===== src/rtl/mips_multicycle_control.sv =====
// Moore control FSM for a multi-cycle MIPS datapath: sequences fetch/decode/execute,
// handshakes with a variable-latency unified memory, traps on unknown opcodes.
module mips_multicycle_control #(
    parameter int CNT_WIDTH = 32
) (
    input  logic                 clk,
    input  logic                 reset,
    input  logic [5:0]           opcode,
    input  logic                 zero,
    input  logic                 mem_ready,
    output logic                 mem_req,
    output logic                 mem_write,
    output logic                 i_or_d,
    output logic                 ir_write,
    output logic                 pc_en,
    output logic [1:0]           pc_source,
    output logic                 alu_src_a,
    output logic [1:0]           alu_src_b,
    output logic [1:0]           alu_op,
    output logic                 reg_dst,
    output logic                 mem_to_reg,
    output logic                 reg_write,
    output logic                 instr_done,
    output logic                 illegal_op,
    output logic [3:0]           state,
    output logic [CNT_WIDTH-1:0] cycle_count,
    output logic [CNT_WIDTH-1:0] retired_count
);

    typedef enum logic [3:0] {
        FETCH     = 4'd0,
        DECODE    = 4'd1,
        MEM_ADDR  = 4'd2,
        MEM_READ  = 4'd3,
        MEM_WB    = 4'd4,
        MEM_WRITE = 4'd5,
        R_EXEC    = 4'd6,
        R_WB      = 4'd7,
        BRANCH    = 4'd8,
        JUMP      = 4'd9,
        ADDI_EXEC = 4'd10,
        ADDI_WB   = 4'd11,
        TRAP      = 4'd12
    } state_t;

    localparam logic [5:0] OP_RTYPE = 6'h00;
    localparam logic [5:0] OP_LW    = 6'h23;
    localparam logic [5:0] OP_SW    = 6'h2B;
    localparam logic [5:0] OP_BEQ   = 6'h04;
    localparam logic [5:0] OP_ADDI  = 6'h08;
    localparam logic [5:0] OP_J     = 6'h02;

    localparam logic [CNT_WIDTH-1:0] CNT_ONE = {{(CNT_WIDTH-1){1'b0}}, 1'b1};

    state_t                 state_reg, state_next;
    logic                   illegal_reg;
    logic [CNT_WIDTH-1:0]   cycle_reg, retired_reg;
    logic                   retire;

    always_ff @(posedge clk or negedge reset) begin
        if (!reset) begin
            state_reg   <= FETCH;
            illegal_reg <= 1'b0;
            cycle_reg   <= '0;
            retired_reg <= '0;
        end else begin
            state_reg <= state_next;
            if (state_reg != TRAP)
                cycle_reg <= cycle_reg + CNT_ONE;
            if (retire)
                retired_reg <= retired_reg + CNT_ONE;
            if (state_next == TRAP)
                illegal_reg <= 1'b1;
        end
    end

    always_comb begin
        state_next = state_reg;
        case (state_reg)
            FETCH:     if (mem_ready) state_next = DECODE;
            DECODE: begin
                case (opcode)
                    OP_RTYPE:      state_next = R_EXEC;
                    OP_LW, OP_SW:  state_next = MEM_ADDR;
                    OP_BEQ:        state_next = BRANCH;
                    OP_ADDI:       state_next = ADDI_EXEC;
                    OP_J:          state_next = JUMP;
                    default:       state_next = TRAP;
                endcase
            end
            // IR is stable here, but an opcode that is neither lw nor sw still traps
            MEM_ADDR: begin
                if (opcode == OP_LW)
                    state_next = MEM_READ;
                else if (opcode == OP_SW)
                    state_next = MEM_WRITE;
                else
                    state_next = TRAP;
            end
            MEM_READ:  if (mem_ready) state_next = MEM_WB;
            MEM_WB:    state_next = FETCH;
            MEM_WRITE: if (mem_ready) state_next = FETCH;
            R_EXEC:    state_next = R_WB;
            R_WB:      state_next = FETCH;
            BRANCH:    state_next = FETCH;
            JUMP:      state_next = FETCH;
            ADDI_EXEC: state_next = ADDI_WB;
            ADDI_WB:   state_next = FETCH;
            TRAP:      state_next = TRAP;
            default:   state_next = TRAP;
        endcase
    end

    // Everything is held at 0 while reset is asserted, selects included
    always_comb begin
        mem_req    = 1'b0;
        mem_write  = 1'b0;
        i_or_d     = 1'b0;
        ir_write   = 1'b0;
        pc_en      = 1'b0;
        pc_source  = 2'd0;
        alu_src_a  = 1'b0;
        alu_src_b  = 2'd0;
        alu_op     = 2'd0;
        reg_dst    = 1'b0;
        mem_to_reg = 1'b0;
        reg_write  = 1'b0;
        retire     = 1'b0;
        if (reset) begin
            case (state_reg)
                FETCH: begin
                    mem_req   = 1'b1;
                    alu_src_b = 2'd1;
                    ir_write  = mem_ready;
                    pc_en     = mem_ready;
                end
                DECODE:    alu_src_b = 2'd3;
                MEM_ADDR: begin
                    alu_src_a = 1'b1;
                    alu_src_b = 2'd2;
                end
                MEM_READ: begin
                    mem_req = 1'b1;
                    i_or_d  = 1'b1;
                end
                MEM_WB: begin
                    reg_write  = 1'b1;
                    mem_to_reg = 1'b1;
                    retire     = 1'b1;
                end
                MEM_WRITE: begin
                    mem_req   = 1'b1;
                    mem_write = 1'b1;
                    i_or_d    = 1'b1;
                    retire    = mem_ready;
                end
                R_EXEC: begin
                    alu_src_a = 1'b1;
                    alu_op    = 2'd2;
                end
                R_WB: begin
                    reg_write = 1'b1;
                    reg_dst   = 1'b1;
                    retire    = 1'b1;
                end
                BRANCH: begin
                    alu_src_a = 1'b1;
                    alu_op    = 2'd1;
                    pc_source = 2'd1;
                    pc_en     = zero;
                    retire    = 1'b1;
                end
                JUMP: begin
                    pc_source = 2'd2;
                    pc_en     = 1'b1;
                    retire    = 1'b1;
                end
                ADDI_EXEC: begin
                    alu_src_a = 1'b1;
                    alu_src_b = 2'd2;
                end
                ADDI_WB: begin
                    reg_write = 1'b1;
                    retire    = 1'b1;
                end
                default: ;
            endcase
        end
    end

    assign instr_done    = retire;
    assign illegal_op    = illegal_reg;
    assign state         = state_reg;
    assign cycle_count   = cycle_reg;
    assign retired_count = retired_reg;

endmodule


===== config.mk =====
export PLATFORM = sky130hd
export DESIGN_NAME = mips_multicycle_control
export DESIGN_NICKNAME = d
export VERILOG_FILES = /design/src/rtl/mips_multicycle_control.sv
export SDC_FILE = /design/constraint.sdc
export NUM_CORES = 1
export LEC_CHECK = 0
export BUFFER_PORTS_ARGS = -buffer_cell sky130_fd_sc_hd__buf_2
export CAP_MARGIN = 20
export CORE_MARGIN = 2
export CORE_UTILIZATION = 40
export DETAILED_ROUTE_END_ITERATION = 10
export GPL_TIMING_DRIVEN = 0
export HOLD_SLACK_MARGIN = 0.08
export PLACE_DENSITY_LB_ADDON = 0.05
export SKIP_LAST_GASP = 1
export SYNTH_ARGS = -nofsm -noshare
export SYNTH_HDL_FRONTEND = slang
export SYNTH_SLANG_ARGS = --single-unit

===== constraint.sdc =====
create_clock -name clk -period 2.55 [get_ports clk]
set_clock_uncertainty 0.2 [all_clocks]
set_input_delay 0.1275 -clock clk [delete_from_list [all_inputs] [get_ports clk]]
set_output_delay 0.1275 -clock clk [all_outputs]
set_load 0.01 [all_outputs]

==> reports/results.ini, run 1 <==
[global_routing]
grt_pass1_wl_um = 13400
grtUsageMet2_pct = 25.3
grt_pass1_vias = 2743
gr-usage-all-layers_pct = 17.2
grt_overflow = 0
grt.busiest_layer = met2
grt_max_degree = 51
grtUsageMet3_pct = 3.36
antenna_found_initial = 0
use_met1_pct = 25.2

[placed_design]
dp_hpwl_um = 5920
io_buffers = 94
gp_congestion = 0.850

[detailed_routing]
drt-total-wl_um = 8150
remaining_drc_errors = 0
drt_iter0_drc = 77
wl_per_cell_um = 14.3
via_per_inst = 5.17
ant_nets = 0
drt_pass1_iterations = 4
vias = 2950

[worst_setup_path]
path_cells = buf_4 -> or2_2 -> a311oi_2 -> o31ai_1 -> dlygate4sd3_1 -> nand3_1 -> a21o_1
r2r_cells = 7
worstPathArrival_ns = 2.48
critPathCapture = illegal_op
r2r-end = illegal_op
critPathLaunch = state[3]
criticalPathCategory = reg2reg
startpoint_type = flop
worst-path-buf-inv = 2
worstPathRequired_ns = 2.62
cp_slowest_stage_delay_ns = 0.56
cp.depth = 7
end_kind = flop
cp_max_fo = 10
cpMaxStageDelayCell = dlygate4sd3_1
path_delay_family = buffers and inverters
r2r_setup_slack_ns = 0.14
rr_startpoint = state[3]

[floorplanning]
rows = 34
die_height_um = 98.0
io_pins = 95
core-area_um2 = 8640
die_area_um2 = 9610
die-width_um = 98.0
initial_core_util_pct = 41.0

[yosys]
synthesis.nets = 358
ys_top_cells_by_count = dfrtp_1, xnor2_1, nand2_1, nand3_1, nor2_1
synth_async_sr_flop_share_pct = 100
synthFlopType = dfrtp_1
ys_seq_area_share_pct = 48.8
avgSynthCellArea_um2 = 10.2
syn_inst = 346
yosysWarnings = 0
synth_top_area_share_pct = 48.8
synth-edff-count = 0
synth_cell_types = 44
yosys-top-cells-area = dfrtp_1, xnor2_1, xor2_1
yosysTopAreaCell = dfrtp_1
synth_most_common_cell = dfrtp_1
synth-seq-cells = 69
synth_area_um2 = 3540

[clock_tree]
clock-sinks = 69
clockBufferDepth = 2
clk_latency_ns = 0.34
cts_tree = done
numCtsBuffers = 9
cts_root_buf = clkbuf_8
clk_pin_slew_ns = 0.06
post-cts-setup-buffer-count = 0
htreeDepth = 3

[timing]
relSlewSlack_pct = 39.8
rsz0062_at_grt = no
max_clock_freq_mhz = 415
max_slew.worst_pin.slew_ns = 0.900
finalCritPeriodShare_pct = 94.5
finalSetupViolations = 0
min_period_ns = 2.41
hold_ws_ns = 0.0994
drv_slew = 0
timing.final.hold_violations = 0

[finish]
antenna-diode-count = 0
drive_above_1_share_pct = 27.2
nets = 471
nFillCells = 844
synthToLayoutAreaGrowth_pct = 25.7
fin_util_pct = 51.5

[power_and_ir_drop]
ir_drop_uv = 320
cellPowerDensity_nw_per_um2 = 735
leakage_nw = 2.20

[outcome]
outcome = completed

[min_path]
worstHoldPathType = in2reg
holdPathStages = 3

[run]
maxCapViolations = 0

cells in the final DEF (no fill, tap or decap), drive strengths merged, types with 2 or more instances in the layout:
cell type and instances:
a211oi 3, a21oi 5, and2 4, and3 17, and4 6, buf 99, clkbuf 15, clkinv 3
dfrtp 69, dlygate4sd3 7, ha 2, inv 7, nand2 29, nand2b 8, nand3 25, nand3b 2
nand4 21, nor2 25, nor3 18, nor3b 2, nor4b 3, o21ai 9, o31ai 2, or4 3
xnor2 44, xor2 19
power breakdown:
| part | internal, mW | switching [mW] | leakage, nW | total (mW) |
|---|---|---|---|---|
| clock network | 0.472 | 0.404 | 0.0992 | 0.876 |
| logic | 0.434 | 0.560 | 1.18 | 0.994 |
| registers | 1.21 | 0.185 | 0.928 | 1.40 |
| total | 2.12 | 1.15 | 2.20 | 3.27 |
metal layers:
layer  vias up  share of wire, %
li1       1453                 -
met1      1412                49
met2        76                45
met3         9               4.7
met4         0              0.98
met5         -                 0
worst register-to-register path, cell delays in order, from the launching register on:
cell and delay, ns:
dfrtp_2 0.45, buf_4 0.19, or2_2 0.37, a311oi_2 0.25, o31ai_1 0.10, dlygate4sd3_1 0.56, nand3_1 0.11, a21o_1 0.12
worst min-delay path by stage:
stage | to | from
2_1_floorplan | cycle_count[0] | reset
3_3_place_gp | illegal_op | illegal_op
3_5_place_dp | cycle_count[10] | reset
4_1_cts | state[1] | opcode[3]
5_1_grt | state[1] | opcode[3]
6_report | state[1] | opcode[3]
cells by family after synthesis:
logic type	count (synthesis)	share of synthesized area, %
and+or+nand+nor	167	27.2
DFF	69	48.8
xor gates and xnor gates	63	15.6
AOI/OAI and AO/OA	28	5.16
buffers and inverters	15	1.87
muxes	2	0.601
adders and majority gates	2	0.707
what timing repair did:
item,4_1_cts,5_1_grt
hold buffers,7,0
setup endpoints to repair,0,1
endpoints found under the hold margin,74,0
resized for setup,0,3
stage by stage:
step	power, mW	instance area (um2)	setup WS (ns)	setup TNS (ns)	cells
2_1_floorplan	2.02	3540	0.600	0	346
3_3_place_gp	2.36	4140	-0.618	-13.86	548
3_5_place_dp	2.38	4170	0.368	0	549
4_1_cts	3.30	4430	0.0919	0	571
5_1_grt	3.48	4450	0.0189	0	571
6_report	3.27	4450	0.140	0	571
final cells by class:
class	count	area (um2)	share of cell area, %
clock inverter	4	48.8	1.10
tap	108	135	3.04
clock buffer	11	141	3.18
timing repair buffer	102	571	12.8
inverter	7	26.3	0.591
sequential	69	1730	38.9
buffer	8	40.0	0.901
multi-input combinational	262	1760	39.5
(Power assumes the default switching activity.)
==> run 2, diff against run 1 <==
--- a/config.mk
+++ b/config.mk
@@ -8,7 +8,7 @@
 export BUFFER_PORTS_ARGS = -buffer_cell sky130_fd_sc_hd__buf_2
 export CAP_MARGIN = 20
 export CORE_MARGIN = 2
-export CORE_UTILIZATION = 40
+export CORE_UTILIZATION = 50
 export DETAILED_ROUTE_END_ITERATION = 10
 export GPL_TIMING_DRIVEN = 0
 export HOLD_SLACK_MARGIN = 0.08
==> constraint.sdc (replaced) <==
create_clock -name clk -period 2.7 [get_ports clk]
set_clock_uncertainty 0.2 [all_clocks]
set_input_delay 0.135 -clock clk [delete_from_list [all_inputs] [get_ports clk]]
set_output_delay 0.135 -clock clk [all_outputs]
set_load 0.01 [all_outputs]
==> run 2 against run 1 <==
Via count is 0.47% higher. Highest routed layer unchanged. Cell count is 2.1% lower. Sequential power is 6% lower. Largest power group unchanged. Setup slack better by 0.12 ns. Register-to-register slack better by 0.12 ns.
==> reports/results.ini, run 2 (synthesized netlist as in run 1, its figures left out) <==
[finish]
antenna-diode-count = 0  ; unchanged
layout_commonest_cell = buf_2  ; unchanged
drive_above_1_share_pct = 26.8  ; was 27.2%
nets = 471  ; unchanged
multi_input_area_um2 = 1740  ; was 1760 um2
register_area_um2 = 1730  ; about the same
mostFrequentLayoutCells = buf_2, dfrtp_1, xnor2_1  ; unchanged
final_cells = 559  ; was 571
nFillCells = 581  ; was 844
synthToLayoutAreaGrowth_pct = 24.8  ; was 25.7%

[power_and_ir_drop]
switchingPower_mw = 1.07  ; was 1.15 mW
power.share.sequential_pct = 43.1  ; was 42.8%
ir_drop_uv = 374  ; was 320 uV
clockPowerShare_pct = 26.4  ; was 26.8%
cellPowerDensity_nw_per_um2 = 689  ; was 735 nW/um2
leakage_nw = 2.19  ; was 2.20 nW
switching_share_pct = 35.2  ; was 35.1%
pwr-share-comb_pct = 30.4  ; about the same
internal_power_mw = 1.97  ; was 2.12 mW

[global_routing]
gr-usage-all-layers_pct = 20.6  ; was 17.2%
grt_pass1_wl_um = 12600  ; was 13400 um
grt_max_degree = 60  ; was 51
grt_overflow = 0  ; unchanged
antenna_found_initial = 0  ; unchanged
grt_pass1_vias = 2648  ; was 2743

[floorplanning]
die_height_um = 88.1  ; was 98.0 um
die_area_um2 = 7760  ; was 9610 um2
io_pins = 95  ; unchanged
rows = 30  ; was 34
core-area_um2 = 6830  ; was 8640 um2
die-width_um = 88.1  ; was 98.0 um
initial_core_util_pct = 51.8  ; was 41.0%

[detailed_routing]
drt-total-wl_um = 7740  ; was 8150 um
via_per_inst = 5.30  ; was 5.17
vias = 2964  ; was 2950
ant_nets = 0  ; unchanged
remaining_drc_errors = 0  ; unchanged
wl_per_cell_um = 13.9  ; was 14.3 um
drt_pass1_iterations = 4  ; unchanged
drt_iter0_drc = 98  ; was 77

[clock_tree]
clock-sinks = 69  ; unchanged
htreeDepth = 3  ; unchanged
clockBufferDepth = 2  ; unchanged
clk_latency_ns = 0.33  ; was 0.34 ns
cts_tree = done  ; unchanged
numCtsBuffers = 9  ; unchanged
cts_root_buf = clkbuf_8  ; unchanged
clk_pin_slew_ns = 0.07  ; was 0.06 ns

[worst_setup_path]
end_kind = flop  ; unchanged
criticalPathCategory = in2reg  ; was reg2reg
worstPathArrival_ns = 2.46  ; was 2.48 ns
critPathMostFrequentCell = dlygate4sd3_1
cp_max_fo = 5  ; was 10
cpMaxStageDelayCell = dlygate4sd3_1  ; unchanged
cp_slowest_stage_delay_ns = 0.58  ; was 0.56 ns
path_cells = dlygate4sd3_1 -> buf_2 -> nor3_1 -> a211oi_1 -> o31ai_1 -> dlygate4sd3_1 -> nand3_1 -> a21o_1  ; was buf_4 -> or2_2 -> a311oi_2 -> o31ai_1 -> dlygate4sd3_1 -> nand3_1 -> a21o_1
worst-path-buf-inv = 3  ; was 2
path_delay_family = buffers and inverters  ; unchanged
worstPathRequired_ns = 2.72  ; was 2.62 ns
startpoint_type = primary input  ; was flop

[timing]
drv_slew = 0  ; unchanged
min_period_ns = 2.44
max_clock_freq_mhz = 410
finalCritPeriodShare_pct = 90.4
hold_ws_ns = 0.117  ; was 0.0994 ns
relSlewSlack_pct = 60.2  ; was 39.8%
rsz0062_at_grt = no  ; unchanged
timing.final.hold_violations = 0  ; unchanged
finalSetupViolations = 0  ; unchanged
setup_ws_ns = 0.260  ; was 0.140 ns
max_slew.worst_pin.slew_ns = 0.593  ; was 0.900 ns

[run]
maxCapViolations = 0  ; unchanged

[placed_design]
dp_hpwl_um = 5630  ; was 5920 um
place_ws_ns = 0.391  ; was 0.368 ns
io_buffers = 94  ; unchanged
placed_cells = 537  ; was 549
gp_congestion = 0.898  ; was 0.850

[outcome]
outcome = completed  ; unchanged

[min_path]
worstHoldPathType = in2reg  ; unchanged

run 2: per-stage QoR:
step	instance area [um2]	TNS (ns)	total power [mW]	utilization, %
6_report	4420	0	3.04	64.6
2_1_floorplan	3540	0	1.90	-
4_1_cts	4420	0	3.08	64.6
3_3_place_gp	4130	-7.02	2.21	60.4
5_1_grt	4420	0	3.25	64.6
3_5_place_dp	4160	0	2.23	60.9
run 2: final cells by class:
cell class / count / area share (%)
Sequential cell: 69 / 39.1
Multi-Input combinational cell: 262 / 39.5
Tap cell: 96 / 2.72
Buffer: 8 / 0.907
Clock buffer: 9 / 2.81
Clock inverter: 6 / 1.45
Timing Repair Buffer: 102 / 12.9
Inverter: 7 / 0.595
run 2: timing repair:
action | 4_1_cts | 5_1_grt
resized for setup | 0 | 0
hold buffers | 7 | 0
endpoints found under the hold margin | 74 | 0
buffers inserted | 0 | 0
run 2: worst paths after layout:
check	slack [ns]	end	from	cells past startpoint
min in group asynchronous	0.14	cycle_count[10]	reset	3
hold / removal	0.12	state[1]	opcode[3]	3
max in group asynchronous	1.18	cycle_count[30]	reset	3
setup reg to reg	0.26	illegal_op	state[3]	7
hold reg to reg	0.26	cycle_count[31]	cycle_count[31]	1
setup / recovery	0.26	illegal_op	opcode[1]	8
run 2: worst min-delay path, delay by kind of cell:
kind,cells,cell delay [ns]
buffers and inverters,1,0.13
AOI/OAI and AO/OA,2,0.34
run 2: power groups by stage:
stage / clock (mW) / combinational, mW / sequential (mW)
3_3_place_gp: 0 / 0.879 / 1.33
4_1_cts: 0.830 / 0.930 / 1.32
5_1_grt: 0.886 / 1.03 / 1.34
2_1_floorplan: 0 / 0.550 / 1.35
3_5_place_dp: 0 / 0.895 / 1.33
6_report: 0.803 / 0.926 / 1.31
run 2: routing by layer:
metal	wire, um	vias up	track usage (%)
li1	-	1457	-
met1	3690	1425	28.8
met2	3630	74	32.1
met3	323	8	5.28
met4	95	0	5.92
met5	0	-	0
==> run 3, diff against run 2 <==
--- a/config.mk
+++ b/config.mk
@@ -5,11 +5,11 @@
 export SDC_FILE = /design/constraint.sdc
 export NUM_CORES = 1
 export LEC_CHECK = 0
-export BUFFER_PORTS_ARGS = -buffer_cell sky130_fd_sc_hd__buf_2
 export CAP_MARGIN = 20
 export CORE_MARGIN = 2
 export CORE_UTILIZATION = 50
 export DETAILED_ROUTE_END_ITERATION = 10
+export DONT_BUFFER_PORTS = 1
 export GPL_TIMING_DRIVEN = 0
 export HOLD_SLACK_MARGIN = 0.08
 export PLACE_DENSITY_LB_ADDON = 0.05
==> constraint.sdc (replaced) <==
create_clock -name clk -period 2.2 [get_ports clk]
set_clock_uncertainty 0.2 [all_clocks]
set_input_delay 0.11 -clock clk [delete_from_list [all_inputs] [get_ports clk]]
set_output_delay 0.11 -clock clk [all_outputs]
set_load 0.01 [all_outputs]
==> run 3 against run 2 <==
The run now ends with negative hold slack left. Critical path depth down 2. Non-clock buffer count down 91. Largest power group unchanged. Die area unchanged. Worst hold slack got worse by 0.68 ns. Clock power up 48%. Sequential cell count unchanged. Setup slack lost 0.21 ns. Cell area fell by 7.1%. Register-to-register slack worse by 0.20 ns. Utilization fell by 4.6 points. First-iteration DRC count shrank 20%. Total power up 25%.
==> reports/results.ini, run 3 (synthesized netlist as in run 1, its figures left out) <==
[floorplanning]
rows = 30  ; unchanged
core-area_um2 = 6830  ; unchanged
die_area_um2 = 7760  ; unchanged
initial_core_util_pct = 51.8  ; unchanged
die-width_um = 88.1  ; unchanged
die_height_um = 88.1  ; unchanged
io_pins = 95  ; unchanged

[outcome]
failed_checks = negative hold slack
outcome = complete, but fails checks  ; was completed

[clock_tree]
cts_tree = done  ; unchanged
hold_buffers = 11  ; was 7
post-cts-setup-buffer-count = 0  ; unchanged
clk_latency_ns = 0.34  ; was 0.33 ns
clock-sinks = 69  ; unchanged
clockBufferDepth = 2  ; unchanged
clk_pin_slew_ns = 0.08  ; was 0.07 ns
htreeDepth = 3  ; unchanged
cts_root_buf = clkbuf_8  ; unchanged
numCtsBuffers = 9  ; unchanged

[worst_setup_path]
rr_startpoint = state[0]  ; was state[3]
critPathLaunch = opcode[1]  ; unchanged
startpoint_type = primary input  ; unchanged
criticalPathCategory = in2reg  ; unchanged
end_kind = flop  ; unchanged
cp_max_fo = 3  ; was 5
worstPathRequired_ns = 2.22  ; was 2.72 ns
worstPathArrival_ns = 2.17  ; was 2.46 ns

[global_routing]
grt_pass1_wl_um = 12100  ; was 12600 um
grt_pass1_vias = 2519  ; was 2648
gr-usage-all-layers_pct = 20.0  ; was 20.6%
antenna_found_initial = 0  ; unchanged
grt_overflow = 0  ; unchanged
grt_max_degree = 71  ; was 60

[placed_design]
placed_area_um2 = 3660  ; was 4160 um2
gp_congestion = 0.868  ; was 0.898
dp_hpwl_um = 5210  ; was 5630 um
io_buffers = 0  ; was 94
placed_cells = 442  ; was 537

[min_path]
worstHoldPathType = in2async  ; was in2reg

[timing]
max_slew.worst_pin.slew_ns = 0.461  ; was 0.593 ns
min_period_ns = 2.15
hold_ws_ns = -0.558  ; was 0.117 ns
timing.final.hold_violations = 69  ; was 0
finalCritPeriodShare_pct = 97.7
tns_ns = 0  ; unchanged
finalSetupViolations = 0  ; unchanged
relSlewSlack_pct = 69.1  ; was 60.2%
max_clock_freq_mhz = 465
drv_slew = 0  ; unchanged
rsz0062_at_grt = yes  ; was no

[run]
maxCapViolations = 0  ; unchanged

[detailed_routing]
wl_per_cell_um = 16.3  ; was 13.9 um
ant_nets = 0  ; unchanged
via_per_inst = 5.68  ; was 5.30
drt_pass1_iterations = 4  ; unchanged
drt_iter0_drc = 78  ; was 98
vias = 2665  ; was 2964
remaining_drc_errors = 0  ; unchanged
drt-total-wl_um = 7650  ; was 7740 um

[finish]
synthToLayoutAreaGrowth_pct = 16.0  ; was 24.8%
register_area_um2 = 1740  ; was 1730 um2
mostFrequentLayoutCells = dfrtp_1, xnor2_1, nand2_1  ; was buf_2, dfrtp_1, xnor2_1
nets = 380  ; was 471
layout_commonest_cell = dfrtp_1  ; was buf_2
final_cells = 469  ; was 559
drive_above_1_share_pct = 13.4  ; was 26.8%
multi_input_area_um2 = 1810  ; was 1740 um2
antenna-diode-count = 0  ; unchanged
nFillCells = 607  ; was 581
design_area_um2 = 4100  ; was 4420 um2

[power_and_ir_drop]
leakage_nw = 1.82  ; was 2.19 nW
cellPowerDensity_nw_per_um2 = 928  ; was 689 nW/um2
ir_drop_uv = 473  ; was 374 uV

==> run 3: timing repair <==
item                       in CTS  in global routing
hold endpoints to repair       76                 69
gates resized for setup         5                 25
setup endpoints to repair      10                 40
==> run 3: per-layer routing <==
metal | GRT usage, % | wire length (um) | up-vias
li1 | - | - | 1273
met1 | 26.3 | 3410 | 1302
met2 | 31.2 | 3630 | 79
met3 | 6.03 | 489 | 11
met4 | 7.58 | 114 | 0
met5 | 0 | 0 | -
==> run 3: stage by stage <==
step	power (mW)	util [%]	worst slack [ns]
floorplan	2.34	-	0.250
global placement	2.52	53.5	-0.0623
detailed placement	2.54	53.5	-0.0356
CTS	3.81	59.0	0.00840
global route	4.03	60.1	-0.0369
finish	3.81	60.1	0.0507
==> run 3: power by group <==
| part | internal, mW | switching (mW) | leakage (nW) |
|---|---|---|---|
| registers | 1.41 | 0.307 | 0.915 |
| logic | 0.379 | 0.528 | 0.792 |
| clock network | 0.677 | 0.508 | 0.113 |
==> run 3: worst paths after layout <==
check	to	slack [ns]	cells after the start
worst min register to register	cycle_count[9]	0.33	1
min in group clk	state[2]	0.11	4
worst max register to register	state[1]	0.06	5
max in group asynchronous	retired_count[9]	2.06	1
worst min-delay path	cycle_count[10]	-0.56	1
worst max-delay path	state[3]	0.05	6
==> run 3: cell type report <==
cell class,count,share of cell area (%)
flip-flops and latches,69,42.3
plain buffers,8,1.16
multi-input cells,262,44.1
clock inverters,6,2.29
clock buffers,10,3.35
well taps,96,2.93
repair buffers,11,3.17
inverters,7,0.640
==> run 3: worst max-delay path: stages <==
cell and delay, ns:
dlygate4sd3_1 0.57, nand3_1 0.13, dlygate4sd3_1 0.58, o21ai_1 0.13, a21oi_1 0.09, dlygate4sd3_1 0.56
